File: src/rtl/btn_entry_tx.sv
// btn_entry_tx: conditions the four active-low DE2-115 keys and turns each
// user entry (single key or chord) into a one-cycle code for the lock FSM.
// Keys are synchronized and debounced, then pressed keys are ORed together
// inside a chord window. After a full release the code is emitted once, or
// discarded when the lock is in lockout.
module btn_entry_tx #(
  parameter int DEBOUNCE_CYCLES = 2_000_000,
  parameter int CHORD_CYCLES    = 5_000_000
) (
  input  logic       clk,
  input  logic       rst,
  input  logic [3:0] key_n,
  input  logic       lock_active,
  output logic [3:0] btn,
  output logic       code_valid,
  output logic       dropped,
  output logic       busy
);

  localparam int DW = $clog2(DEBOUNCE_CYCLES + 1);
  localparam int CW = $clog2(CHORD_CYCLES + 1);
  localparam logic [DW-1:0] DEB_LAST   = DW'(DEBOUNCE_CYCLES - 1);
  localparam logic [CW-1:0] CHORD_LAST = CW'(CHORD_CYCLES - 1);

  typedef enum logic [1:0] {
    S_IDLE,
    S_COLLECT,
    S_WAIT_RELEASE,
    S_EMIT
  } state_t;

  // ---------------------------------------------------------------------
  // Two-flop synchronizer; reset value is "all keys released" (high).
  // ---------------------------------------------------------------------
  logic [3:0] sync1_q, sync1_d;
  logic [3:0] sync2_q, sync2_d;
  logic [3:0] pressed;

  // Next values of the synchronizer chain.
  always_comb begin
    sync1_d = key_n;
    sync2_d = sync1_q;
  end

  // Synchronizer registers.
  always_ff @(posedge clk) begin
    if (!rst) begin
      sync1_q <= 4'b1111;
      sync2_q <= 4'b1111;
    end else begin
      sync1_q <= sync1_d;
      sync2_q <= sync2_d;
    end
  end

  assign pressed = ~sync2_q;

  // ---------------------------------------------------------------------
  // Per-key debounce: the debounced level follows the synchronized level
  // only after DEBOUNCE_CYCLES consecutive disagreeing samples.
  // ---------------------------------------------------------------------
  logic [3:0] deb_q, deb_d;

  for (genvar gi = 0; gi < 4; gi++) begin : g_deb
    logic [DW-1:0] cnt_q, cnt_d;
    logic          deb_bit_d;

    // Count disagreeing samples; flip the level on the last one.
    always_comb begin
      cnt_d     = '0;
      deb_bit_d = deb_q[gi];
      if (pressed[gi] != deb_q[gi]) begin
        if (cnt_q == DEB_LAST) begin
          deb_bit_d = pressed[gi];
        end else begin
          cnt_d = cnt_q + DW'(1);
        end
      end
    end

    // Debounce counter register.
    always_ff @(posedge clk) begin
      if (!rst) begin
        cnt_q <= '0;
      end else begin
        cnt_q <= cnt_d;
      end
    end

    assign deb_d[gi] = deb_bit_d;
  end

  // Debounced key levels (1 = pressed).
  always_ff @(posedge clk) begin
    if (!rst) begin
      deb_q <= 4'b0000;
    end else begin
      deb_q <= deb_d;
    end
  end

  // ---------------------------------------------------------------------
  // Entry FSM with chord accumulator and chord-window timer.
  // ---------------------------------------------------------------------
  state_t        state_q, state_d;
  logic [3:0]    acc_q, acc_d;
  logic [CW-1:0] timer_q, timer_d;
  logic [3:0]    btn_q, btn_d;
  logic          code_valid_q, code_valid_d;
  logic          dropped_q, dropped_d;
  logic          emit_now;

  // Next-state, accumulator, timer and registered-output logic.
  // The output flops load on the edge that enters EMIT, so the code (or the
  // drop pulse) is visible exactly during the EMIT cycle; lock_active is
  // captured at that same edge, i.e. it decides only the emission itself.
  always_comb begin
    state_d      = state_q;
    acc_d        = acc_q;
    timer_d      = timer_q;
    btn_d        = 4'b0000;
    code_valid_d = 1'b0;
    dropped_d    = 1'b0;
    emit_now     = 1'b0;
    case (state_q)
      S_IDLE: begin
        if (deb_q != 4'b0000) begin
          acc_d   = deb_q;
          timer_d = '0;
          state_d = S_COLLECT;
        end
      end
      S_COLLECT: begin
        acc_d   = acc_q | deb_q;
        timer_d = timer_q + CW'(1);
        // Release wins over window expiry in the same cycle.
        if (deb_q == 4'b0000) begin
          state_d  = S_EMIT;
          emit_now = 1'b1;
        end else if (timer_q == CHORD_LAST) begin
          state_d = S_WAIT_RELEASE;
        end
      end
      S_WAIT_RELEASE: begin
        // Accumulator frozen: late presses do not join the chord.
        if (deb_q == 4'b0000) begin
          state_d  = S_EMIT;
          emit_now = 1'b1;
        end
      end
      S_EMIT: begin
        acc_d   = 4'b0000;
        timer_d = '0;
        state_d = S_IDLE;
      end
      default: begin
        acc_d   = 4'b0000;
        timer_d = '0;
        state_d = S_IDLE;
      end
    endcase
    if (emit_now) begin
      if (!lock_active) begin
        btn_d        = acc_d;
        code_valid_d = 1'b1;
      end else begin
        dropped_d = 1'b1;
      end
    end
  end

  // FSM state, accumulator, timer and output registers.
  always_ff @(posedge clk) begin
    if (!rst) begin
      state_q      <= S_IDLE;
      acc_q        <= 4'b0000;
      timer_q      <= '0;
      btn_q        <= 4'b0000;
      code_valid_q <= 1'b0;
      dropped_q    <= 1'b0;
    end else begin
      state_q      <= state_d;
      acc_q        <= acc_d;
      timer_q      <= timer_d;
      btn_q        <= btn_d;
      code_valid_q <= code_valid_d;
      dropped_q    <= dropped_d;
    end
  end

  assign btn        = btn_q;
  assign code_valid = code_valid_q;
  assign dropped    = dropped_q;
  assign busy       = (state_q != S_IDLE);

endmodule

File: config.mk
export PLATFORM = sky130hd
export DESIGN_NAME = btn_entry_tx
export DESIGN_NICKNAME = d
export VERILOG_FILES = /design/src/rtl/btn_entry_tx.sv
export SDC_FILE = /design/constraint.sdc
export NUM_CORES = 1
export LEC_CHECK = 0
export ABC_AREA = 1
export ABC_CLOCK_PERIOD_IN_PS = 2300
export BUFFER_PORTS_ARGS = -buffer_cell sky130_fd_sc_hd__buf_2
export CORE_UTILIZATION = 60
export DETAILED_ROUTE_END_ITERATION = 8
export GPL_ROUTABILITY_DRIVEN = 0
export GPL_TIMING_DRIVEN = 0
export PLACE_DENSITY = 0.76
export SETUP_SLACK_MARGIN = 0.5
export SLEW_MARGIN = 25
export SYNTH_ARGS = -nofsm -noshare
export SYNTH_HDL_FRONTEND = slang
export SYNTH_SLANG_ARGS = --single-unit
File: constraint.sdc
create_clock -name clk -period 2.3 [get_ports clk]
set_clock_uncertainty 0.1 [all_clocks]
set_input_delay 0 -clock clk [delete_from_list [all_inputs] [get_ports clk]]
set_output_delay 0 -clock clk [all_outputs]
set_load 0.02 [all_outputs]
==> key figures <==
Routing
  – WL/cell: ~13 um
  – Routed WL: 14.0 mm
  – Via count: about 6k
  – Post-route ant nets: 0
  – Routed vias/inst: ~5.3
  – DRC errors left: 0
  – Initial DRC count: 327
  – DRT Pass-1 Iters: 5

Synth
  – Sequential share of the synthesized area: 0.406
  – Area contributors post-synth: dfxtp_1 (41%), nand2_1 (9.8%), nor2_1 (8.4%)
  – Post-synth ARST share: 0
  – Mapped cell area: about 6500 sq um
  – EDFF count, synth: 0
  – Post-synth top area share: 0.406
  – Post-Synthesis Net Count: 916
  – Synth unique cells: 45
  – Post-synthesis register bit count: 131
  – Yosys warning count: 0
  – Avg Inst Size Synth: roughly 7 sq um
  – Synth area leader: dfxtp_1
  – Top FF cell, synth: dfxtp_1
  – Most common library cells after synthesis: nand2_1 (169), nor2_1 (145), dfxtp_1 (131)
  – Syn Inst Count: 900
  – Most frequent cell after synthesis: nand2_1

Clocking
  – CTS tree: done
  – Root buffer cell: clkbuf_8
  – TritonCTS Buffers: 17
  – CTS sink count: 131
  – Clock-pin slew on the worst setup and hold paths: 0.06 ns
  – Latest clock arrival within the worst-skew pair: between 0.5 and 0.6 ns
  – H-tree depth: 4
  – CTS Buffer Depth: 2

Floorplanning
  – Die H: between 100 and 150 um
  – CORE AREA: between 10000 and 15000 sq um
  – Full die area: 11200 sq um
  – Boundary pin count: 14
  – Core Rows: 37
  – Initial Utilization: 0.623
  – Die W: roughly 110 um

Cells and area
  – Post-Route Utilization: 0.744
  – Final non-filler cell total: 1100
  – Filler Cell Count: around 800
  – Layout cells sized above 1: 0.192
  – Register area: between 2000 and 3000 sq um
  – # diodes: 0
  – P&R area growth vs syn: 19.5%
  – Final Cell Area: between 7000 and 8000 sq um
  – Total Nets Final: around 970
  – Multi-input combinational cell area: ~3500 sq um

Place
  – Count of input and output buffers: 13
  – DP HPWL: ~9.5 mm
  – DP Worst Slack: about 0.4 ns
  – Post-DP Area: 6700 sq um
  – Placed cells: 1049

Worst setup path
  – Type of origin of the critical path: flip-flop
  – Data arrival, critical path: between 2 and 2.5 ns
  – Setup crit end kind: flip-flop
  – Setup Crit Path Kind: flip-flop to flip-flop
  – Critical register-to-register path startpoint: g_deb[3].cnt_q[1]
  – R2R cell count: 7
  – CP max FO: 6
  – Crit path required time: roughly 2.6 ns
  – R2R Path End: g_deb[3].cnt_q[19]
  – Flop-to-flop setup slack: between 0.5 and 0.6 ns

Hold path
  – Worst hold path startpoint: key_n[3]
  – Hold Path Depth: 3
  – Hold EP: sync1_q[3]
  – Hold WC Path Type: input port to flip-flop

Power
  – Internal Pwr Total: about 4.0 mW
  – Logic pwr share: 0.017
  – Total power: approximately 5.1 mW
  – Worst vdd ir: 0.726 mV
  – Power Density: ~660 nW/um^2
  – Leakage power: between 2 and 3 nW
  – Switching power: around 1.1 mW
  – Switching Share: 0.217
  – Clock network power share: 0.534
  – Power share of the sequential group: 0.449

Global route
  – Gr usage total: 0.258
  – Initial antenna violation count: 0
  – Vias in the first global route: 5439
  – Largest net degree at the start of global routing: 17
  – Wire length of the first global-routing pass: 23.3 mm
  – Overflow after GRT: 0

Run status
  – Outcome: finished, final reports clean

STA
  – Min Tclk post-route: 1.75 ns
  – Slew Viols, Final: 0
  – Final Cycle Share: 0.763
  – Final hold vios: 0
  – Setup ws final: ~0.55 ns
  – Relative slew slack: 0.704
  – RSZ-0062 raised after global routing: yes
  – Fin Setup TNS: 0 ns
  – Setup violations, final: 0
  – Maximum achievable frequency: between 500 and 600 MHz
  – Worst hold slack: between 0.07 and 0.08 ns
  – Worst-Margin Slew: roughly 0.44 ns

Job
  – Maximum capacitance violations: 0
-- worst max-delay path by stage --
stage | from | endpoint | slack (ns) | cells after the start
after floorplan | g_deb[2].cnt_q[0] | g_deb[2].cnt_q[15] | 0.69 | 9
after global placement | g_deb[1].cnt_q[0] | g_deb[1].cnt_q[10] | 0.44 | 7
after detailed placement | g_deb[1].cnt_q[0] | g_deb[1].cnt_q[10] | 0.41 | 7
after CTS | g_deb[3].cnt_q[0] | g_deb[3].cnt_q[9] | 0.50 | 7
after global routing | g_deb[3].cnt_q[1] | g_deb[3].cnt_q[20] | 0.46 | 7
final | g_deb[3].cnt_q[1] | g_deb[3].cnt_q[19] | 0.55 | 7
-- layout make-up --
class | instances | area share
Inverter | 128 | 0.0626
Timing Repair inverter | 1 | 0.000973
Clock buffer | 17 | 0.0537
Sequential cell | 131 | 0.342
Clock inverter | 15 | 0.0230
Timing Repair Buffer | 31 | 0.0323
Multi-Input combinational cell | 630 | 0.450
Tap cell | 136 | 0.0220
Buffer | 11 | 0.0141
-- cells in the final DEF, fill, tap and decap left out, drive strengths merged, types with 5 or more instances in the layout --
master,Yosys,routed
a21oi,49,49
xnor2,5,5
nand3,44,44
or2,17,17
nand2,181,181
xor2,18,18
nor2,167,167
nor3b,13,13
inv,128,134
dlygate4sd3,0,6
dfxtp,131,131
buf,10,34
ha,9,9
clkbuf,1,19
nand4,27,27
nand3b,6,6
o21ai,20,20
nor3,58,58
-- metal layers --
| metal | wire length (um) | up-vias | global-route usage |
|---|---|---|---|
| li1 | - | 2993 | - |
| met2 | 7080 | 121 | 0.452 |
| met1 | 6090 | 2709 | 0.306 |
| met5 | 0 | - | 0 |
| met3 | 605 | 28 | 0.0649 |
| met4 | 231 | 0 | 0.0863 |
-- worst max-delay path, cell delays in order, from the launching register on --
cell       delay (ns)
dfxtp_2          0.35
ha_4             0.16
nand2_4          0.07
nor3_4           0.32
nand4_1          0.23
nand2_2          0.20
clkbuf_16        0.17
nor3b_2          0.04
-- repair_timing --
action / CTS / global route
setup buffers: 3 / 8
pin swaps: 3 / 13
gates cloned: 1 / 1
gates resized for setup: 12 / 51
endpoints found under the hold margin: 30 / 0
setup endpoints to repair: 84 / 102
hold buffers: 6 / 0
-- cell families after synthesis --
kind of cell | count (synthesis) | share of synthesized area
simple gates | 518 | 0.389
buf+inv | 139 | 0.0887
flops | 131 | 0.406
compound gates | 80 | 0.0678
xor+xnor | 23 | 0.0312
fa+ha+maj | 9 | 0.0174
-- flip-flops by register name, summed over array words and instances (netlist names) --
register and cells:
g_deb.cnt_q 84, timer_q 23, acc_q 4, btn 4, deb_q 4, sync1_q 4, sync2_q 4, state_q 2
code_valid 1, dropped 1
-- power by group through the flow --
stage / Sequential [mW] / Combinational (mW) / Clock (mW)
finish: 2.28 / 0.0868 / 2.71
CTS: 2.28 / 0.0806 / 2.74
floorplan: 2.33 / 0.0469 / 0
detailed placement: 2.33 / 0.0659 / 0
global route: 2.28 / 0.0954 / 2.83
global placement: 2.33 / 0.0644 / 0
No activity file was read; power rests on OpenSTA's default activity.
